<file path="config.mk">
export PLATFORM = sky130hd
export DESIGN_NAME = mppt_sequencer_flat
export DESIGN_NICKNAME = d
export VERILOG_FILES = /design/src/rtl/mppt_sequencer_if.sv /design/src/rtl/mppt_sequencer.sv /design/src/flat_wrapper.sv
export SDC_FILE = /design/constraint.sdc
export NUM_CORES = 1
export LEC_CHECK = 0
export ABC_AREA = 1
export ABC_CLOCK_PERIOD_IN_PS = 2290
export CAP_MARGIN = 40
export CORE_ASPECT_RATIO = 0.75
export CORE_UTILIZATION = 31
export DETAILED_ROUTE_END_ITERATION = 10
export DONT_BUFFER_PORTS = 1
export HOLD_SLACK_MARGIN = 0.02
export PLACE_DENSITY = 0.49
export SETUP_SLACK_MARGIN = 0.3
export SKIP_CTS_REPAIR_TIMING = 1
export SLEW_MARGIN = 20
export SYNTH_ARGS = -nofsm -noshare
export SYNTH_HDL_FRONTEND = slang
export SYNTH_SLANG_ARGS = --single-unit
</file>
<file path="constraint.sdc">
create_clock -name clk -period 2.29 [get_ports clk]
set_input_delay 0.687 -clock clk [delete_from_list [all_inputs] [get_ports clk]]
set_output_delay 0.687 -clock clk [all_outputs]
set_load 0.01 [all_outputs]
</file>
<file path="src/rtl/mppt_sequencer_if.sv">
// Bundle between the control/start logic and the MPPT phase sequencer.
// Handshake: start is a level request that is accepted only while busy=0.
// Once accepted, busy stays high until the iteration ends or is aborted.
// A single-shot completion is flagged by a one-cycle done pulse.
// abort has no handshake: it is honoured on the next edge in any active state.
interface mppt_sequencer_if #(
  parameter int N_PH  = 4,
  parameter int CNT_W = 16,
  parameter int IT_W  = 8
);
  logic             start;
  logic             run_mode;
  logic             abort;
  logic [CNT_W-1:0] dwell;
  logic             rst_ci;
  logic [N_PH-1:0]  en;
  logic             busy;
  logic             done;
  logic [IT_W-1:0]  iter_cnt;

  modport master (
    output start, run_mode, abort, dwell,
    input  rst_ci, en, busy, done, iter_cnt
  );

  modport slave (
    input  start, run_mode, abort, dwell,
    output rst_ci, en, busy, done, iter_cnt
  );
endinterface

</file>
<file path="src/rtl/mppt_sequencer.sv">
// MPPT phase sequencer: ARM (counter clear), N_PH one-hot enable phases,
// then a programmable dwell before re-arming (continuous) or going idle
// (single-shot). All outputs are registered from the next-state decode so
// they line up exactly with the state being held.
module mppt_sequencer #(
  parameter int N_PH  = 4,
  parameter int CNT_W = 16,
  parameter int IT_W  = 8
) (
  input  logic                clk,
  input  logic                rst,
  mppt_sequencer_if.slave     bus,
  output logic [1:0]          state_dbg
);

  localparam int PH_W = (N_PH > 1) ? $clog2(N_PH) : 1;

  typedef enum logic [1:0] {
    S_IDLE  = 2'd0,
    S_ARM   = 2'd1,
    S_PHASE = 2'd2,
    S_HOLD  = 2'd3
  } state_t;

  state_t           state, state_nxt;
  logic [PH_W-1:0]  ph_idx, ph_nxt;
  logic [CNT_W-1:0] hold_cnt, hold_nxt;
  logic             last_phase, last_hold;
  logic             iter_inc, done_nxt;
  logic [N_PH-1:0]  en_nxt;

  logic             rst_ci_q;
  logic [N_PH-1:0]  en_q;
  logic             busy_q;
  logic             done_q;
  logic [IT_W-1:0]  iter_q;

  assign last_phase = (ph_idx == PH_W'(N_PH - 1));
  // hold_cnt counts down the remaining HOLD cycles, so 1 marks the last one.
  assign last_hold  = (hold_cnt == CNT_W'(1));

  // Next-state, counter and output-event decode; abort wins over everything.
  always_comb begin
    state_nxt = state;
    ph_nxt    = ph_idx;
    hold_nxt  = hold_cnt;
    iter_inc  = 1'b0;
    done_nxt  = 1'b0;
    case (state)
      S_IDLE: begin
        if (bus.start && !bus.abort) state_nxt = S_ARM;
      end
      S_ARM: begin
        if (bus.abort) begin
          state_nxt = S_IDLE;
        end else begin
          state_nxt = S_PHASE;
          ph_nxt    = '0;
          // A zero dwell still gives one HOLD cycle.
          hold_nxt  = (bus.dwell == '0) ? CNT_W'(1) : bus.dwell;
        end
      end
      S_PHASE: begin
        if (bus.abort)       state_nxt = S_IDLE;
        else if (last_phase) state_nxt = S_HOLD;
        else                 ph_nxt    = ph_idx + PH_W'(1);
      end
      S_HOLD: begin
        if (bus.abort) begin
          state_nxt = S_IDLE;
        end else if (last_hold) begin
          iter_inc = 1'b1;
          if (bus.run_mode) begin
            state_nxt = S_ARM;
          end else begin
            state_nxt = S_IDLE;
            done_nxt  = 1'b1;
          end
        end else begin
          hold_nxt = hold_cnt - CNT_W'(1);
        end
      end
      default: state_nxt = S_IDLE;
    endcase
  end

  // One-hot enable for the phase that will be active next cycle.
  always_comb begin
    en_nxt = '0;
    if (state_nxt == S_PHASE) en_nxt = N_PH'(1) << ph_nxt;
  end

  // State, counters and registered outputs.
  always_ff @(posedge clk) begin
    if (rst) begin
      state    <= S_IDLE;
      ph_idx   <= '0;
      hold_cnt <= '0;
      rst_ci_q <= 1'b0;
      en_q     <= '0;
      busy_q   <= 1'b0;
      done_q   <= 1'b0;
      iter_q   <= '0;
    end else begin
      state    <= state_nxt;
      ph_idx   <= ph_nxt;
      hold_cnt <= hold_nxt;
      rst_ci_q <= (state_nxt == S_ARM);
      en_q     <= en_nxt;
      busy_q   <= (state_nxt != S_IDLE);
      done_q   <= done_nxt;
      if (iter_inc) iter_q <= iter_q + IT_W'(1);
    end
  end

  assign bus.rst_ci   = rst_ci_q;
  assign bus.en       = en_q;
  assign bus.busy     = busy_q;
  assign bus.done     = done_q;
  assign bus.iter_cnt = iter_q;
  assign state_dbg    = state;

endmodule

</file>
<file path="src/flat_wrapper.sv">
// flat-port wrapper written by rule: the top's interface ports become plain ports
module mppt_sequencer_flat 
#(
  parameter int N_PH  = 4,
  parameter int CNT_W = 16,
  parameter int IT_W  = 8
)
  (clk, rst, state_dbg, bus_start, bus_run_mode, bus_abort, bus_dwell, bus_rst_ci, bus_en, bus_busy, bus_done, bus_iter_cnt);
  mppt_sequencer_if #(.N_PH(N_PH), .CNT_W(CNT_W), .IT_W(IT_W)) bus_i ();
  input  logic clk;
  input  logic rst;
  output logic [1:0] state_dbg;
  input wire logic [$bits(bus_i.start)-1:0] bus_start;
  input wire logic [$bits(bus_i.run_mode)-1:0] bus_run_mode;
  input wire logic [$bits(bus_i.abort)-1:0] bus_abort;
  input wire logic [$bits(bus_i.dwell)-1:0] bus_dwell;
  output wire logic [$bits(bus_i.rst_ci)-1:0] bus_rst_ci;
  output wire logic [$bits(bus_i.en)-1:0] bus_en;
  output wire logic [$bits(bus_i.busy)-1:0] bus_busy;
  output wire logic [$bits(bus_i.done)-1:0] bus_done;
  output wire logic [$bits(bus_i.iter_cnt)-1:0] bus_iter_cnt;
  assign bus_i.start = bus_start;
  assign bus_i.run_mode = bus_run_mode;
  assign bus_i.abort = bus_abort;
  assign bus_i.dwell = bus_dwell;
  assign bus_rst_ci = bus_i.rst_ci;
  assign bus_en = bus_i.en;
  assign bus_busy = bus_i.busy;
  assign bus_done = bus_i.done;
  assign bus_iter_cnt = bus_i.iter_cnt;
  mppt_sequencer #(.N_PH(N_PH), .CNT_W(CNT_W), .IT_W(IT_W)) u_core (.clk(clk), .rst(rst), .bus(bus_i), .state_dbg(state_dbg));
endmodule
</file>
==> qor.yml <==
synth_seq_cells: 35
status: "completed"
synth_area_leaders: "dfxtp_1 (34%), nand2_1 (10%), nor2_1 (7.5%)"
syn_nets: 326
end_kind: "flip-flop"
routed_via_density: 4.86
finalPower_mw: 1.45
finalHoldViolCount: 0
cp_num_buf_inv: 2
gp_congestion: 0.794
grt_pass1_vias: 1684
holdPathEnd: "u_core.hold_cnt[13]"
worst_ep_arrival_time_ps: 1990
cts_buffers: 5
grt_max_degree: 21
r2r_start: "u_core.state_dbg[0]"
dieArea_um2: 7070
cts_root_buf: "clkbuf_8"
fin_area_um2: 2300
irDropWorstVdd_mv: 0.214
synth_edf_count: 0
required_ps: 2470
yosysMostFrequentCell: "nand2_1"
layout-drive-gt1-share: 0.150
cts.sinks: 35
synth_flop_cell: "dfxtp_1"
port_buffers: 0
antenna_cells: 0
period_share: 0.790
die_w_um: 96.8
cts_tree: "yes"
fmax_ghz: 0.553
rsz0062_at_grt: "no"
path_class: "reg2reg"
max_slew_margin: 0.744
path_max_fanout: 18
crit_chain: "ha_2, inv_2, a21oi_2, nand2_4, inv_4, o21ai_1, o21ai_0, a21oi_1"
worst_pin_slew_ps: 383
ys_seq_area_frac: 0.336
hold_class: "in2reg"
initial_core_util: 0.326
setup_viol: 0
syn-cell-area_um2: 2090
area_delta_synth_final_pct: 9.95
synth_top_area_share: 0.336
cts_buffer_depth: 2
ys_warn_count: 0
place_area_um2: 2170
synth_commonest_cells: "nand2_1 (58), nor2_1 (42), dfxtp_1 (35)"
rr_endpoint: "u_core.hold_cnt[10]"
async_reset_ff_frac: 0
wl_per_cell_um: 13.1
fin_crit_ps: 1810
cts.clk_slew.worst_paths_ps: 80
htreeDepth: 2
routed_wl_mm: 5.00
r2r_cells: 8
yosys.area.top_type: "dfxtp_1"
overflow: 0
cap_viol_max_count: 0
fp.coreArea_um2: 6410
layout_setup_ws_ps: 481
place_ws_ps: 352
cp-start-kind: "flip-flop"
p_leak_nw: 1.02
ys_types: 38
final_nets: 328
cpLargestDelayFamily: "compound AO/OA/AOI/OAI gates"
dp_hpwl_mm: 3.74
fp-row-count: 25
antenna_found_initial: 0
reg2reg_slack_ps: 480
vias: 1856
grt_pass1_wl_mm: 8.31
slowest_delay_ps: 480
avgSynthCellArea_um2: 7.01
drt_iter0_markers: 66
drtAntennaViolNets: 0
gr-usage-all-layers: 0.148
drv_slew: 0
drc: 0
drtPass1Iterations: 4
hold_start: "rst"
die_y_um: 73.1
fin_skew_ps: 4.95
syn_inst: 298
whs_path_depth: 1
startpoint: "u_core.state_dbg[0]"
power_density_nw_per_um2: 633
cp_slowest_cell: "dfxtp_1"
finalSetupTns_ps: 0
clk_latency_ps: 290
io_pins: 38
layer usage:
metal / vias to the layer above / track usage / share of wire
li1: 976 / - / -
met1: 828 / 0.210 / 0.52
met2: 47 / 0.215 / 0.40
met3: 5 / 0.0393 / 0.060
met4: 0 / 0.0547 / 0.012
met5: - / 0 / 0
worst max path at each step:
stage	to	slack, ps	cells past startpoint
CTS	u_core.hold_cnt[10]	320	8
detailed placement	u_core.hold_cnt[10]	350	8
floorplan	u_core.bus.en[3]	720	10
global route	u_core.hold_cnt[10]	320	8
global placement	u_core.hold_cnt[10]	410	8
finish	u_core.hold_cnt[10]	480	8
cells by family (layout without fill, tap and decap cells):
logic type               Yosys count  after routing  share of synthesized area
adder cells (fa/ha/maj)            7              7                     0.0419
AO/OA/AOI/OAI                     63             63                      0.173
XOR/XNOR                           7              7                     0.0294
AND/OR/NAND/NOR                  146            146                      0.342
flip-flops                        35             35                      0.336
buffers and inverters             40             43                     0.0779
cells in the final DEF (no fill, tap or decap), types with 2 or more instances in the layout:
cell      count
buf_4         3
a31oi_1       4
inv_1        28
ha_1          6
nor2_4        4
a21oi_1      23
o211ai_1      2
a211oi_1      2
nand2_2       3
clkbuf_8      6
xnor2_1       3
nor3_1        4
nand4_1       5
nand2_1      58
nor2_2        7
a21oi_2       3
or2_2         2
dfxtp_1      34
nor2_8        2
xor2_1        4
inv_4         2
o21ai_0      16
nor2_1       42
nand3_1      12
nand3_2       2
o21ai_1       9
inv_2         2
flip-flops by register name, indices dropped and copies added, names as in the netlist:
name and flops:
u_core.bus.busy 1, u_core.bus.done 1, u_core.bus.en 4, u_core.bus.iter_cnt 8, u_core.bus.rst_ci 1, u_core.hold_cnt 16
u_core.ph_idx 2, u_core.state_dbg 2
report_power, final:
group | switching, mW | internal, mW
logic | 0.136 | 0.0797
clock network | 0.239 | 0.352
registers | 0.0206 | 0.626
final cells by class:
cell class | instances | area, µm²
inverters | 32 | 125
clock buffers | 6 | 82.6
fillers | 686 | 4120
clock inverters | 2 | 35.0
repair buffers | 3 | 22.5
flip-flops and latches | 35 | 702
multi-input cells | 223 | 1230
well taps | 81 | 101
stage by stage:
step / hold slack [ps] / std cells / utilization
after CTS: 444 / 382 / 0.357
after detailed placement: 483 / 374 / 0.339
final: 458 / 382 / 0.358
after global placement: 481 / 374 / 0.339
after floorplan: 470 / 298 / -
after global routing: 443 / 382 / 0.358
(Power assumes the default switching activity.)
